==> src/rtl/r200_pkg.sv <==
// Shared types and constants for the r200 operand scoreboard.
// Slot fields are sized for the largest supported configuration; the top checks its parameters fit.
package r200_pkg;

    localparam int XLEN_DEF = 32;
    localparam int AW_DEF   = 5;

    // Result latency codes carried on id_lat
    typedef enum logic [1:0] {
        LAT_ALU  = 2'd0,
        LAT_LOAD = 2'd1,
        LAT_MUL  = 2'd2
    } lat_e;

    localparam int FWD_RF = 0;

    localparam int SB_RD_W  = 8;
    localparam int SB_CNT_W = 4;

    typedef struct packed {
        logic                vld;
        logic [SB_RD_W-1:0]  rd;
        logic [SB_CNT_W-1:0] cnt;
    } slot_t;

endpackage

==> src/rtl/r200_scoreboard_if.sv <==
// Decode-side bundle of the r200 scoreboard: ID operands in, stall/forwarding out.
interface r200_scoreboard_if import r200_pkg::*; #(
    parameter int XLEN   = XLEN_DEF,
    parameter int AW     = AW_DEF,
    parameter int DEPTH  = 3,
    parameter int NSRC   = 2,
    parameter int MAXLAT = 2
);
    localparam int SELW = $clog2(DEPTH + 1);
    localparam int CW   = $clog2(MAXLAT + 1);

    logic                   id_valid;
    logic [NSRC*AW-1:0]     id_rs;
    logic [NSRC-1:0]        id_rs_used;
    logic [AW-1:0]          id_rd;
    logic                   id_regwr;
    logic [CW-1:0]          id_lat;
    logic                   flush;
    logic                   hold;
    logic [DEPTH*XLEN-1:0]  stg_data;
    logic [NSRC*XLEN-1:0]   rf_data;
    logic                   stall;
    logic [NSRC*SELW-1:0]   fwd_sel;
    logic [NSRC*XLEN-1:0]   fwd_data;
    logic                   issue;

    modport master (
        output id_valid, id_rs, id_rs_used, id_rd, id_regwr, id_lat,
               flush, hold, stg_data, rf_data,
        input  stall, fwd_sel, fwd_data, issue
    );

    modport slave (
        input  id_valid, id_rs, id_rs_used, id_rd, id_regwr, id_lat,
               flush, hold, stg_data, rf_data,
        output stall, fwd_sel, fwd_data, issue
    );

endinterface

==> src/rtl/r200_sb_match.sv <==
// Priority match of one source address against the in-flight slots.
// Reports the youngest matching slot and whether its result is forwardable yet.
module r200_sb_match import r200_pkg::*; #(
    parameter int AW    = AW_DEF,
    parameter int DEPTH = 3,
    parameter int SELW  = $clog2(DEPTH + 1)
) (
    input  logic [AW-1:0]         i_addr,
    input  logic                  i_used,
    input  slot_t [DEPTH-1:0]     i_slots,
    output logic                  o_hit,
    output logic                  o_ready,
    output logic [SELW-1:0]       o_idx
);

    logic [SB_RD_W-1:0] w_addr;
    logic               w_live;

    assign w_addr = SB_RD_W'(i_addr);
    assign w_live = i_used && (i_addr != '0);

    always_comb begin
        // NOTE: every output gets a default before the loop so no path leaves it unassigned (no latch).
        o_hit   = 1'b0;
        o_ready = 1'b0;
        o_idx   = '0;
        // Oldest first, so the youngest match overwrites and shadows older writers of the same rd
        for (int s = DEPTH - 1; s >= 0; s--) begin
            if (w_live && i_slots[s].vld && (i_slots[s].rd == w_addr)) begin
                o_hit   = 1'b1;
                o_ready = (i_slots[s].cnt == '0);
                o_idx   = SELW'(s);
            end
        end
    end

endmodule

==> src/rtl/r200_scoreboard.sv <==
// In-flight write tracker for the r200 pipeline: generates load-use/latency stalls
// and per-operand forwarding beside the ID stage.
module r200_scoreboard import r200_pkg::*; #(
    parameter int XLEN   = XLEN_DEF,
    parameter int AW     = AW_DEF,
    parameter int DEPTH  = 3,
    parameter int NSRC   = 2,
    parameter int MAXLAT = 2
) (
    input logic               clk,
    input logic               rst,
    r200_scoreboard_if.slave  sb
);

    localparam int SELW = $clog2(DEPTH + 1);

    if (AW > SB_RD_W || MAXLAT >= (1 << SB_CNT_W)) begin : g_bad_cfg
        $error("r200_scoreboard: AW or MAXLAT exceeds slot field width");
    end

    slot_t [DEPTH-1:0]  r_slots;
    slot_t              w_new;
    logic [NSRC-1:0]    w_hit;
    logic [NSRC-1:0]    w_ready;
    logic [NSRC-1:0]    w_haz;
    logic [SELW-1:0]    w_idx [NSRC];
    logic               w_live;
    logic               w_track;
    int                 w_lat;

    for (genvar k = 0; k < NSRC; k++) begin : g_src
        r200_sb_match #(
            .AW    (AW),
            .DEPTH (DEPTH),
            .SELW  (SELW)
        ) u_match (
            .i_addr  (sb.id_rs[k*AW +: AW]),
            .i_used  (sb.id_rs_used[k]),
            .i_slots (r_slots),
            .o_hit   (w_hit[k]),
            .o_ready (w_ready[k]),
            .o_idx   (w_idx[k])
        );

        assign w_haz[k] = w_hit[k] & ~w_ready[k];
        assign sb.fwd_sel[k*SELW +: SELW] = w_hit[k] ? (w_idx[k] + SELW'(1)) : SELW'(FWD_RF);
        assign sb.fwd_data[k*XLEN +: XLEN] = w_hit[k] ? sb.stg_data[int'(w_idx[k])*XLEN +: XLEN]
                                                      : sb.rf_data[k*XLEN +: XLEN];
    end

    // A flushed instruction neither stalls nor issues; hold always freezes ID
    assign w_live   = sb.id_valid & ~sb.flush;
    assign sb.stall = sb.hold | (w_live & (|w_haz));
    assign sb.issue = w_live & ~sb.stall;
    assign w_track  = sb.issue & sb.id_regwr & (sb.id_rd != '0);

    always_comb begin
        w_lat = int'(sb.id_lat);
        if (w_lat > MAXLAT)    w_lat = MAXLAT;
        if (w_lat > DEPTH - 1) w_lat = DEPTH - 1;
        w_new.vld = w_track;
        w_new.rd  = SB_RD_W'(sb.id_rd);
        w_new.cnt = SB_CNT_W'(w_lat);
    end

    always_ff @(posedge clk) begin
        // NOTE: state updates use non-blocking assignments so every slot shifts from last cycle's values.
        if (!rst) begin
            r_slots <= '0;
        end else if (!sb.hold) begin
            r_slots[0] <= w_new;
            // The slot leaving DEPTH-1 retires: WB writes the register file that same cycle
            for (int s = 1; s < DEPTH; s++) begin
                r_slots[s].vld <= r_slots[s-1].vld;
                r_slots[s].rd  <= r_slots[s-1].rd;
                r_slots[s].cnt <= (r_slots[s-1].cnt == '0) ? '0 : r_slots[s-1].cnt - SB_CNT_W'(1);
            end
        end
    end

    a_lat_range: assert property (@(posedge clk) disable iff (!rst)
        sb.id_valid |-> (int'(sb.id_lat) <= MAXLAT));

endmodule

==> src/flat_wrapper.sv <==
// flat-port wrapper written by rule: the top's interface ports become plain ports
module r200_scoreboard_flat import r200_pkg::*;
#(
    parameter int XLEN   = XLEN_DEF,
    parameter int AW     = AW_DEF,
    parameter int DEPTH  = 3,
    parameter int NSRC   = 2,
    parameter int MAXLAT = 2
)
  (clk, rst, sb_id_valid, sb_id_rs, sb_id_rs_used, sb_id_rd, sb_id_regwr, sb_id_lat, sb_flush, sb_hold, sb_stg_data, sb_rf_data, sb_stall, sb_fwd_sel, sb_fwd_data, sb_issue);
  r200_scoreboard_if #(.XLEN(XLEN), .AW(AW), .DEPTH(DEPTH), .NSRC(NSRC), .MAXLAT(MAXLAT)) sb_i ();
  input logic clk;
  input logic rst;
  input wire logic [$bits(sb_i.id_valid)-1:0] sb_id_valid;
  input wire logic [$bits(sb_i.id_rs)-1:0] sb_id_rs;
  input wire logic [$bits(sb_i.id_rs_used)-1:0] sb_id_rs_used;
  input wire logic [$bits(sb_i.id_rd)-1:0] sb_id_rd;
  input wire logic [$bits(sb_i.id_regwr)-1:0] sb_id_regwr;
  input wire logic [$bits(sb_i.id_lat)-1:0] sb_id_lat;
  input wire logic [$bits(sb_i.flush)-1:0] sb_flush;
  input wire logic [$bits(sb_i.hold)-1:0] sb_hold;
  input wire logic [$bits(sb_i.stg_data)-1:0] sb_stg_data;
  input wire logic [$bits(sb_i.rf_data)-1:0] sb_rf_data;
  output wire logic [$bits(sb_i.stall)-1:0] sb_stall;
  output wire logic [$bits(sb_i.fwd_sel)-1:0] sb_fwd_sel;
  output wire logic [$bits(sb_i.fwd_data)-1:0] sb_fwd_data;
  output wire logic [$bits(sb_i.issue)-1:0] sb_issue;
  assign sb_i.id_valid = sb_id_valid;
  assign sb_i.id_rs = sb_id_rs;
  assign sb_i.id_rs_used = sb_id_rs_used;
  assign sb_i.id_rd = sb_id_rd;
  assign sb_i.id_regwr = sb_id_regwr;
  assign sb_i.id_lat = sb_id_lat;
  assign sb_i.flush = sb_flush;
  assign sb_i.hold = sb_hold;
  assign sb_i.stg_data = sb_stg_data;
  assign sb_i.rf_data = sb_rf_data;
  assign sb_stall = sb_i.stall;
  assign sb_fwd_sel = sb_i.fwd_sel;
  assign sb_fwd_data = sb_i.fwd_data;
  assign sb_issue = sb_i.issue;
  r200_scoreboard #(.XLEN(XLEN), .AW(AW), .DEPTH(DEPTH), .NSRC(NSRC), .MAXLAT(MAXLAT)) u_core (.clk(clk), .rst(rst), .sb(sb_i));
endmodule
==> config.mk <==
export PLATFORM = sky130hd
export DESIGN_NAME = r200_scoreboard_flat
export DESIGN_NICKNAME = d
export VERILOG_FILES = /design/src/rtl/r200_pkg.sv /design/src/rtl/r200_scoreboard_if.sv /design/src/rtl/r200_sb_match.sv /design/src/rtl/r200_scoreboard.sv /design/src/flat_wrapper.sv
export SDC_FILE = /design/constraint.sdc
export NUM_CORES = 1
export LEC_CHECK = 0
export CAP_MARGIN = 30
export CORE_AREA = 3 3 104 106
export CTS_CLUSTER_DIAMETER = 200
export DETAILED_ROUTE_END_ITERATION = 8
export DIE_AREA = 0 0 107 109
export HOLD_SLACK_MARGIN = 0.15
export PLACE_DENSITY = 0.83
export SYNTH_ARGS = -nofsm -noshare
export SYNTH_HDL_FRONTEND = slang
export SYNTH_SLANG_ARGS = --single-unit
==> constraint.sdc <==
create_clock -name clk -period 4.27 [get_ports clk]
set_input_delay 1.0675 -clock clk [delete_from_list [all_inputs] [get_ports clk]]
set_output_delay 1.0675 -clock clk [all_outputs]
set_load 0.03 [all_outputs]
## Word-level counts from Yosys, hierarchy flattened

Index checks and enable logic that the tools add are counted.

| cells by class | value |
|---|---|
| add/sub/neg operators | 4 |
| $mul | 0 |
| div/mod/pow operators | 0 |
| magnitude comparators | 2 |
| equality and inequality tests | 6 |
| shifts and indexed selects | 2 |
| muxes and demuxes | 26 |
| bitwise logic cells | 12 |
| reduce and logical (&&, ||, !) cells | 21 |

Operators by type and width:

| cell | count |
|---|---|
| $shiftx A96 B8 Y32 | 2 |
| $mux W32 | 2 |
| $eq A5 B5 Y1 | 6 |
| $mux W2 | 10 |
| $reduce_bool A5 Y1 | 3 |
| $logic_and A1 B1 Y1 | 14 |
| $logic_not A4 Y1 | 3 |
| $mux W1 | 12 |
| $mux W4 | 2 |
| $sub A4 B1 Y4 const B | 2 |
| $and A1 B1 Y1 | 7 |
| $add A2 B1 Y2 const B | 2 |
| $gt A2 B2 Y1 const B | 2 |
| $not A1 Y1 | 4 |
| $reduce_or A2 Y1 | 1 |
| $or A1 B1 Y1 | 1 |

| word-level totals | value |
|---|---|
| register bits | 30 |
| bits in latches | 0 |
| memory bits (writable) | 0 |
| ROM bits | 0 |
| input bits | 185 |
| output and inout port bits | 70 |
| word-level logic and storage cells | 82 |
| memories | 0 |

## Logic depth before layout (Yosys ltp)

Gate-level depths: netlist (run 1).

| logic depth | value |
|---|---|
| word-level depth | 16 |
| gate-level depth with buffers | 9 |
| gate-level depth less buffers | 6 |

## By module

A second synthesis (run 1) with hierarchy kept.

| unflattened totals | value |
|---|---|
| cell total of the unflattened synthesis | 487 |
| area, all modules | 3,839.9 µm² |

Modules (own cells, without submodules):

| module | times used | cells each | area an instance (µm²) |
|---|---|---|---|
| r200_scoreboard | 1 | 413 | 3,269.4 |
| r200_sb_match | 2 | 37 | 285.3 |

## Worst setup path before layout (run 1)

OpenSTA, ideal clock, no wires.

| timing | value |
|---|---|
| path kind | input port to output port |
| from | input sb_id_rs[5] |
| to | output sb_fwd_data[33] |
| arrival time | 3.146 ns |
| data required time | 3.203 ns |
| setup slack | 0.056 ns |
| stages | 9 |
| buffers on the path | 3 |
| cells stage by stage | or4_1 > o21a_1 > and4_4 > buf_6 > inv_1 > and2_1 > buf_2 > buf_4 > mux2i_1 |

| between the ends | value |
|---|---|
| longest elaborated chain between the ends | 9 |

RTL lines:

| item | RTL line | text |
|---|---|---|
| start: declaration | flat_wrapper.sv:15 | `input wire logic [$bits(sb_i.id_rs)-1:0] sb_id_rs;` |
| $reduce_bool A5 Y1 | r200_sb_match.sv:20 | `assign w_live = i_used && (i_addr != '0);` |
| $logic_and A1 B1 Y1 | r200_sb_match.sv:20 |  |
| $logic_and A1 B1 Y1 (2 in series) | r200_sb_match.sv:29 | `if (w_live && i_slots[s].vld && (i_slots[s].rd == w_addr)) begin` |
| $mux W2 (3 in series) | r200_sb_match.sv:29 |  |
| $shiftx A96 B8 Y32 | r200_scoreboard.sv:47 | `assign sb.fwd_data[k*XLEN +: XLEN] = w_hit[k] ? sb.stg_data[int'(w_idx[k])*XLEN +: XLEN]` |
| $mux W32 (*) | r200_scoreboard.sv:47 |  |
| end: declaration | flat_wrapper.sv:26 | `output wire logic [$bits(sb_i.fwd_data)-1:0] sb_fwd_data;` |

Mark *: on every way between the ends. The rest lies on a longest branch, timed or not.

## Final worst setup path (run 1)

| timing | value |
|---|---|
| from | input sb_id_rs[3] |
| to | output sb_fwd_data[19] |

The elaborated chain is that of the path after synthesis.

==> flow_summary.ini, run 1 <==
[finish]
final_util_pct = 70.9
top_regs = u_core.r_slots x27
regMostFlops = u_core.r_slots
layout_common_cells = mux2i_1, clkdlybuf4s50_1, buf_4, dfxtp_1, buf_12
layout-drive-gt1-share_pct = 24.7
syn_to_final_growth_pct = 89.3
nets = 872
largest_reg_flops = 27
fin_area_um2 = 6990
final_common_cell = mux2i_1
n_antenna_cell = 0
final_cell_count_no_fill = 817

[die]
die_h_um = 109
dieArea_um2 = 11700
coreArea_um2 = 9860
dieWidth_um = 107
initial_core_util_pct = 37.5
rows = 36
io_pins = 255

[pwr]
pwr-share-clk_pct = 16.5
p_sw_w = 0.000284
switching_share_pct = 32.6
intPower_w = 0.000589
combPwrFrac_pct = 52.6
peakVddDrop_mv = 0.195
power.leakage_nw = 3.29
pwr-share-seq_pct = 31.0
power.density_nw_per_um2 = 125

[worst_hold_path]
min_path_type = flip-flop to flip-flop

[route]
antenna_left = 0
drt_iter0_drc = 201
via_count = 4192
wl_um = 16600
via_per_inst = 5.13
drc = 0
wl_per_cell_um = 20.4
drtPass1Iterations = 4

[synth]
synth_top_area_share_pct = 57.2
ys_seq_area_share_pct = 14.6
synth_area_um2 = 3690
synth_cell_types = 42
ys_ff_latch = 27
syn_nets = 579
postSynthCellCount = 392
syn_avg_cell_area_um2 = 9.43
async_reset_ff_share_pct = 0
yosys-top-cells-area = mux2i_1, dfxtp_1, xor2_1, nor2b_1, xnor2_1
synth_edf_count = 0
synth_ff_type = dfxtp_1
synth_top_area_cell = mux2i_1
yosysWarningCount = 0

[place]
dp.cells = 796
dpl.hpwl_um = 13300
post_dp_cell_area_um2 = 6660
port_buffers = 254
place.gp.congestion = 0.941

[sta]
fin_crit_ns = 4.20
max-slew-margin-rel_pct = 48.5
fin_hold_ws_ns = 0.527
setup_violations = 0
fin_crit_sh_pct = 98.5
fin_skew_ns = 0.00116
worst_pin_slew_ns = 0.770
hold_viol_final = 0
maxClockFrequency_mhz = 238
drv_slew = 0

[global_routing]
grt_max_degree = 32
overflow = 0
grt_pass1_vias = 4313
track_usage_pct = 26.4
grt_first_pass_wirelength_um = 24200
antenna_found_initial = 0

[clock_network]
htreeDepth = 1
cts_root_buf = clkbuf_8
clk_latency_ns = 0.27
numCtsBuffers = 3
cts_tree = done
clock_path_buffers = 2
clk_pin_slew_worst_paths_ns = 0.09
clock_sinks = 27

[critical_path]
worstPathRequired_ns = 3.20
criticalPathCategory = input pin to output port
rrSetupSlack_ns = 2.23
crit_path_end_kind = output port
worstPathArrival_ns = 3.14
worst_setup_path_start_kind = input pin
cp_max_fo = 7

[flow_run]
drv_cap = 0

[status]
status = completed
## power groups by stage
stage / Combinational (W) / Clock [W] / Sequential (W)
floorplan: 0.000176 / 0 / 0.000272
global placement: 0.000444 / 0 / 0.000276
detailed placement: 0.000452 / 0 / 0.000276
CTS: 0.000458 / 0.000145 / 0.000270
global route: 0.000486 / 0.000157 / 0.000272
finish: 0.000459 / 0.000144 / 0.000270
## logic make-up after synthesis
| family | synth area share (%) |
|---|---|
| AOI/OAI and AO/OA | 3.76 |
| adders and majority gates | 0.677 |
| xor gates and xnor gates | 7.11 |
| buffers and inverters | 5.38 |
| DFF | 14.6 |
| muxes | 57.2 |
| and+or+nand+nor | 11.3 |
## metrics by stage
stage	TNS, ns	power, W	setup slack [ns]
6_report	0	0.000873	0.0656
5_1_grt	-0.0562	0.000914	-0.0126
4_1_cts	0	0.000873	0.000129
3_5_place_dp	-10.66	0.000728	-0.244
3_3_place_gp	-8.43	0.000720	-0.266
2_1_floorplan	0	0.000448	0.0563
## Yosys cell counts (2+ instances only)
cell	count
or4_1	2
nand2_1	8
nor3_1	4
o21ai_0	2
nor4_1	6
buf_6	2
mux2i_1	211
nor2_1	6
dfxtp_1	27
nor2_2	2
inv_1	5
o21ai_2	2
and2_1	2
a21oi_1	6
clkbuf_1	7
nand4_1	4
buf_2	6
nor2b_1	22
nor3b_1	2
buf_4	13
xor2_1	16
nand2b_1	2
o211ai_1	2
xnor2_1	14
ha_1	2
## critical path: stages
cell and delay (ns):
buf_2 0.11, or4_4 0.54, o21ai_4 0.17, buf_6 0.13, nor3_4 0.05, buf_6 0.13
nor2_4 0.12, buf_12 0.14, buf_6 0.11, buf_16 0.13, mux2i_1 0.19, mux2i_1 0.09
buf_4 0.18
## final cells by class
cell class | instances | area (um2)
clock buffer | 3 | 41.3
clock inverter | 1 | 5.00
fill | 786 | 2870
inverter | 5 | 18.8
multi-input combinational | 331 | 3040
sequential | 27 | 541
tap | 133 | 166
timing repair buffer | 317 | 3180
## routing by layer
metal	part of all wire [%]	global-route usage (%)	wire length, um
met1	41	32.8	6840
met2	51	48.5	8570
met3	5.7	3.91	943
met4	1.7	5.57	290
met5	0	0	0
## path summary, 6_finish.rpt
kind | start | end | depth (start not counted)
max | sb_id_rs[3] | sb_fwd_data[19] | 13
min | u_core.r_slots[29]$_SDFFE_PN0N_ | u_core.r_slots[29]$_SDFFE_PN0N_ | 2
max reg2reg | u_core.r_slots[18]$_SDFFE_PN0N_ | u_core.r_slots[12]$_SDFFE_PN0N_ | 7
min reg2reg | u_core.r_slots[29]$_SDFFE_PN0N_ | u_core.r_slots[29]$_SDFFE_PN0N_ | 2
## repair_timing
action / 4_1_cts / 5_1_grt
setup buffers: 12 / 2
pin swaps: 15 / 5
hold buffers: 0 / 0
endpoints found under the setup margin: 67 / 59
gates resized for setup: 53 / 7
cloned: 5 / 1
Note: power is estimated with default switching activity, not from simulation.
==> inputs of run 2 (changes only) <==
--- a/config.mk
+++ b/config.mk
@@ -12,6 +12,7 @@
 export DIE_AREA = 0 0 107 109
 export HOLD_SLACK_MARGIN = 0.15
 export PLACE_DENSITY = 0.83
+export SLEW_MARGIN = 0
 export SYNTH_ARGS = -nofsm -noshare
 export SYNTH_HDL_FRONTEND = slang
 export SYNTH_SLANG_ARGS = --single-unit
==> results of run 2 <==
Final layout, timing and power as in run 1 (identical DEF).
